$ cat config.mk
export PLATFORM = sky130hd
export DESIGN_NAME = gpgpu_conf_regs_slave
export DESIGN_NICKNAME = d
export VERILOG_FILES = /design/src/rtl/gpgpu_conf_regs_slave.sv
export SDC_FILE = /design/constraint.sdc
export NUM_CORES = 1
export LEC_CHECK = 0
export ABC_AREA = 1
export BUFFER_PORTS_ARGS = -buffer_cell sky130_fd_sc_hd__buf_2
export CORE_ASPECT_RATIO = 1.4
export CORE_MARGIN = 2
export CORE_UTILIZATION = 45
export CTS_BUF_LIST = sky130_fd_sc_hd__clkbuf_8
export DETAILED_ROUTE_END_ITERATION = 8
export GPL_TIMING_DRIVEN = 0
export PLACE_DENSITY = 0.7
export SYNTH_ARGS = -nofsm -noshare
export SYNTH_HDL_FRONTEND = slang
export SYNTH_SLANG_ARGS = --single-unit
$ cat constraint.sdc
create_clock -name clk_i -period 2.9 [get_ports clk_i]
set_clock_uncertainty 0.05 [all_clocks]
set_input_delay 0.435 -clock clk_i [delete_from_list [all_inputs] [get_ports clk_i]]
set_output_delay 0.435 -clock clk_i [all_outputs]
set_load 0.02 [all_outputs]
$ cat src/rtl/gpgpu_conf_regs_slave.sv
// OBI configuration slave for the GPGPU: CTRL/START/STATUS/KERNEL_PC/CYCLE_CNT registers and IDLE/RUN launch FSM.
// Response one cycle after grant; gnt follows req combinationally, so the slave never applies backpressure.
module gpgpu_conf_regs_slave #(
   parameter logic [31:0] RESET_PC = 32'h0000_0000
) (
   input  logic        clk_i,
   input  logic        rst_i,
   input  logic        req_i,
   input  logic        we_i,
   input  logic [3:0]  be_i,
   input  logic [31:0] addr_i,
   input  logic [31:0] wdata_i,
   output logic        gnt_o,
   output logic        rvalid_o,
   output logic [31:0] rdata_o,
   output logic        start_o,
   output logic [31:0] kernel_pc_o,
   input  logic        done_i
);

   typedef enum logic {IDLE, RUN} state_t;

   state_t      state;
   logic        ctrl_en;
   logic        done;
   logic [31:0] kernel_pc;
   logic [31:0] cycle_cnt;
   logic [31:0] rd_val;
   logic [2:0]  reg_sel;
   logic        wr;
   logic        busy;
   logic        start_req;
   logic        launch;
   logic        w1c;
   logic        unused_addr;

   assign reg_sel     = addr_i[4:2];
   assign unused_addr = ^{addr_i[31:5], addr_i[1:0]};
   assign wr          = req_i & we_i;
   assign busy        = (state == RUN);
   assign gnt_o       = req_i;
   assign kernel_pc_o = kernel_pc;

   assign start_req = wr && (reg_sel == 3'd1) && be_i[0] && wdata_i[0];
   assign launch    = start_req && ctrl_en && (state == IDLE);
   assign w1c       = wr && (reg_sel == 3'd2) && be_i[0] && wdata_i[1];

   always_comb begin
      rd_val = 32'h0;
      case (reg_sel)
         3'd0:    rd_val = {31'b0, ctrl_en};
         3'd2:    rd_val = {30'b0, done, busy};
         3'd3:    rd_val = kernel_pc;
         3'd4:    rd_val = cycle_cnt;
         default: rd_val = 32'h0;
      endcase
   end

   // Bus response path: every grant yields exactly one response next cycle.
   always_ff @(posedge clk_i or posedge rst_i) begin
      if (rst_i) begin
         rvalid_o <= 1'b0;
         rdata_o  <= 32'h0;
      end else begin
         rvalid_o <= req_i;
         rdata_o  <= (req_i && !we_i) ? rd_val : 32'h0;
      end
   end

   always_ff @(posedge clk_i or posedge rst_i) begin
      if (rst_i) begin
         ctrl_en   <= 1'b0;
         kernel_pc <= RESET_PC;
      end else begin
         if (wr && (reg_sel == 3'd0) && be_i[0])
            ctrl_en <= wdata_i[0];
         if (wr && (reg_sel == 3'd3)) begin
            for (int b = 0; b < 4; b++)
               if (be_i[b]) kernel_pc[8*b +: 8] <= wdata_i[8*b +: 8];
         end
      end
   end

   // Launch FSM; done set only happens in RUN and launch only in IDLE, so they never collide.
   always_ff @(posedge clk_i or posedge rst_i) begin
      if (rst_i) begin
         state     <= IDLE;
         start_o   <= 1'b0;
         done      <= 1'b0;
         cycle_cnt <= 32'h0;
      end else begin
         start_o <= 1'b0;
         case (state)
            IDLE: begin
               if (launch) begin
                  state     <= RUN;
                  start_o   <= 1'b1;
                  cycle_cnt <= 32'h0;
                  done      <= 1'b0;
               end else if (w1c) begin
                  done <= 1'b0;
               end
            end
            RUN: begin
               if (cycle_cnt != 32'hFFFF_FFFF)
                  cycle_cnt <= cycle_cnt + 32'd1;
               if (done_i) begin
                  state <= IDLE;
                  done  <= 1'b1;
               end else if (w1c) begin
                  done <= 1'b0;
               end
            end
            default: state <= IDLE;
         endcase
      end
   end

endmodule

# Word level (Yosys, flattened, before mapping)

Index checks and enable logic that the tools add are counted.

Input bits: 73
Word-level logic and storage cells: 53
Bits in registers: 101
Output and inout bits: 67

Bitwise logic cells: 2
Eq/ne operators: 7
Reduce and logical (&&, ||, !) cells: 19
Add/sub/neg operators: 1
Multiplexer cells: 13

Operators by type and width:

| kind                                                   | count |
|---|---|
| one-hot mux 32 bit (4 select lines)                    | 1 |
| two-way mux 32 bit                                     | 3 |
| one-hot mux 32 bit (2 select lines)                    | 1 |
| adder 32 x 1 -> 32 bit (second input constant)         | 1 |
| inequality test 32 bit (second input constant)         | 1 |
| logical AND 1 bit                                      | 12 |
| AND reduction 2 bit                                    | 5 |
| == test 3 x 2 -> 1 bit (second input constant)         | 2 |
| two-way mux 1 bit                                      | 6 |
| one-hot mux 1 bit (2 select lines)                     | 2 |
| == test 3 x 1 -> 1 bit (second input constant)         | 1 |
| == test 3 bit (second input constant)                  | 1 |
| zero test 3 bit                                        | 1 |
| inequality test 2 x 1 -> 1 bit (second input constant) | 1 |
| inequality test 2 bit (second input constant)          | 1 |
| bitwise AND 1 bit                                      | 1 |
| zero test 1 bit                                        | 1 |
| NOT 1 bit                                              | 1 |

# Longest topological paths before layout

Word-level depth: 8
Gate-level depth with buffers: 12
Gate-level depth less buffers: 11

# Worst setup path after synthesis

Ideal clock, no wire load.

Kind: register -> register
Start point: reg cycle_cnt[0]
End point: reg cycle_cnt[25]
Setup slack: 1.269 ns
Cell stages (with the launch flop): 12
Path buffers: 1
Period minus slack after synthesis: 1.631 ns
Data arrival time: 1.455 ns
Cell sequence: dfrtp_1 ha_1 nand2_2 nor2_8 nand2_4 nor2_4 nand2_2 nand2_4 inv_1 buf_6 nand3_1 o21ai_0

Word-level cells in the longest chain between the ends: 3
Elaborated cells on any way between the ends: 6
Those cells by class: add/sub (1); eq/ne (2); mux (2); reduce/logical (1)

Ends and longest elaborated chain:

| element                                                                           | RTL line | text |
|---|---|---|
| start, declared                                                                   | 27       | `logic [31:0] cycle_cnt;` |
| start signal, assigned                                                            | 106      | `cycle_cnt <= cycle_cnt + 32'd1;` |
| adder 32 x 1 -> 32 bit / inequality test 32 bit (equally long branches)           | 106, 105 |  |
| two-way mux 32 bit / inequality test 2 x 1 -> 1 bit (equally long branches)       | --       |  |
| one-hot mux 32 bit (2 select lines) / AND reduction 2 bit (equally long branches) | --       |  |

Several ways; a longest one is shown, not always the timed one. The select of a mux whose other input is x is not followed.
A chain may end at the register's enable or synchronous reset.

# Worst setup path after layout

Start point: reg cycle_cnt[0]
End point: reg cycle_cnt[9]

The elaborated chain is that of the path after synthesis.

==> results.toml <==
[global_route]
grt.total_usage_pct = 21.8
grt_pass1_wl_um = 20300
grt_max_degree = 44
overflow = 0
grt_pass1_vias = 4248
antenna_found_initial = 0

[timing]
period_share_pct = 65.4
setup_viol = 0
tns_ns = 0
slew_viol_final = 0
max_freq_ghz = 0.528
layout_min_cycle_time_ns = 1.90
rsz0062_at_grt = "false"
worst_hold_slack_ns = 0.0871
slew_headroom_pct = 56.3
hold_viol = 0
tightestPinTransition_ns = 0.653

[clock_tree]
cts-hold-fix-buffers = 0
clkTransAtPathRegs_ns = 0.11
cts_setup_buffers = 0
cts_sinks = 101
cts_tree = "done"
postCtsResizedCells = 0
ctsLongestPathBuffers = 2
cts_root_buffer = "clkbuf_8"
cts_buffers = 9
clkLatencyLatePin_ns = 0.38
h-tree-depth = 3

[worst_setup_path]
worst-setup-path-type = "register to register"
worstPathArrival_ns = 2.16
timing.rr.start = "cycle_cnt[0]"
rr_endpoint = "cycle_cnt[9]"
crit_chain = "ha_1 -> nand2_2 -> nor2_8 -> nand2_4 -> nor2_4 -> nand2_2 -> nand2_4 -> nand2_4 -> clkinv_2 -> buf_6 -> nand2_1 -> nand2_1"
critPathMaxFanout = 10
cpMostUsedCell = "nand2_4"
rr_worst_depth = 12
end_kind = "register"
cp_data_required_time_ns = 3.17
start_kind = "register"
cp_slowest_cell = "dfrtp_1"
critPathMaxStageDelay_ns = 0.45
r2r_slack_ns = 1.00

[finish]
drive_gt1_share_pct = 26.6
final_cell_mix = "nand2_1, buf_2, dfrtp_1"
seqCellArea_um2 = 2530
final_util_pct = 54.7
final_common_cell = "nand2_1"
fin_area_um2 = 5910
multi_input_area_um2 = 2130
fillers = 1047
area_delta_synth_final_pct = 19.3
diodes = 0
finalNetCount = 777

[routing]
maxUsedRoutingLayer = "met4"
wl_met1_um = 5060
drt_iter0_drc = 250
post_drt_wl_per_cell_um = 14.9
drc = 0
via_per_inst = 5.15
dr.pass1.iters = 5
final_antenna_net_count = 0
wl_met3_um = 524
met2_length_um = 6910
vias = 4371
wl_um = 12700

[placed_design]
dp.final_hpwl_um = 9770
placed_area_um2 = 5720
finalWeightedCongestion = 0.877
io_buffers = 109

[power_and_ir_drop]
p_int_mw = 2.27
powerDensity_nw_per_um2 = 596
ir_drop_uv = 399
p_sw_share_pct = 35.7
combPwrFrac_pct = 22.0
p_leak_nw = 2.91
pwr-share-clk_pct = 25.1
power_frac_seq_pct = 52.9
total_power_mw = 3.52
p_sw_mw = 1.26

[job]
max-cap-violations = 0

[die]
coreArea_um2 = 10800
rows = 45
die_area_um2 = 11900
die_h_um = 128
io_pins = 140
initial_core_util_pct = 45.8
die_w_um = 92.7

[worst_hold_path]
worstHoldPathType = "primary input to async pin"

[synth]
netlist_instances = 581
syn_nets = 655
syn_avg_cell_area_um2 = 8.53
yosysUniqueCellTypes = 35
yosys_warnings = 0
syn_area_um2 = 4950
yosysSeqAreaShare_pct = 51.0
synth-seq-cells = 101

[outcome]
status = "finished clean"
worst max path at each step:
stage | start | slack [ns] | cells after the start | endpoint
after detailed placement | addr_i[4] | 0.95 | 6 | kernel_pc_o[4]
after global placement | rst_i | 0.53 | 2 | rdata_o[16]
final | cycle_cnt[0] | 1.00 | 12 | cycle_cnt[9]
after floorplan | rst_i | 1.21 | 1 | busy
after CTS | cycle_cnt[0] | 1.0 | 12 | cycle_cnt[9]
after global routing | cycle_cnt[0] | 0.88 | 12 | cycle_cnt[11]
final cells by class:
| type | count | share of cell area, % |
|---|---|---|
| Buffer | 20 | 1.88 |
| Clock inverter | 6 | 0.868 |
| Sequential cell | 101 | 42.8 |
| Inverter | 48 | 3.13 |
| Timing Repair Buffer | 111 | 9.91 |
| Clock buffer | 10 | 2.33 |
| Tap cell | 141 | 2.99 |
| Multi-Input combinational cell | 412 | 36.1 |
per-layer routing:
layer | vias to the layer above | GRT usage (%)
li1 | 2130 | -
met1 | 2117 | 25.3
met5 | - | 0
met3 | 14 | 3.70
met2 | 110 | 40.6
met4 | 0 | 7.18
stage by stage:
step,setup WS (ns),cells
after floorplan,1.21,581
after global placement,0.531,831
after detailed placement,0.946,833
after CTS,0.997,849
after global routing,0.876,849
final,1.00,849
critical path, delay by kind of cell, from the launching register on:
kind	cells	cell delay [ns]
adder cells (fa/ha/maj)	1	0.21
buffers and inverters	2	0.22
flip-flops	1	0.45
AND/OR/NAND/NOR	9	0.90
power by group through the flow:
stage | registers [mW] | logic (mW) | clock network (mW)
finish | 1.86 | 0.774 | 0.886
global route | 1.89 | 0.870 | 0.955
CTS | 1.86 | 0.783 | 0.910
detailed placement | 1.89 | 0.780 | 0
global placement | 1.89 | 0.750 | 0
floorplan | 1.93 | 0.433 | 0
cell usage after synthesis, drive strengths merged:
library cell,instances,share of area (%)
a41oi,1,0.18
clkbuf,12,0.91
a21oi,31,3.2
buf,8,1.3
xor2,7,1.2
nor4,1,0.13
o21ai,22,3.1
nor3,6,0.61
nand2,177,14
clkinv,2,0.18
a31oi,1,0.13
ha,1,0.25
nor2,55,4.9
o21bai,2,0.30
nand4,4,0.50
mux2,31,7.0
inv,46,3.5
dfrtp,101,51
o22ai,4,0.50
a22oi,1,0.15
nand3,68,6.9
state kept, by name, summed over array words and instances, names as in the netlist:
signal	count
start_o	1
cycle_cnt	32
kernel_pc_o	32
rvalid_o	1
done	1
busy	1
ctrl_en	1
rdata_o	32
cell families after synthesis:
family / after synthesis / synth area share [%]
AND/OR/NAND/NOR: 311 / 27.0
flip-flops: 101 / 51.0
buffers and inverters: 68 / 5.91
AO/OA/AOI/OAI: 62 / 7.53
multiplexers: 31 / 7.05
XOR/XNOR: 7 / 1.24
adder cells (fa/ha/maj): 1 / 0.252
(Power assumes the default switching activity.)
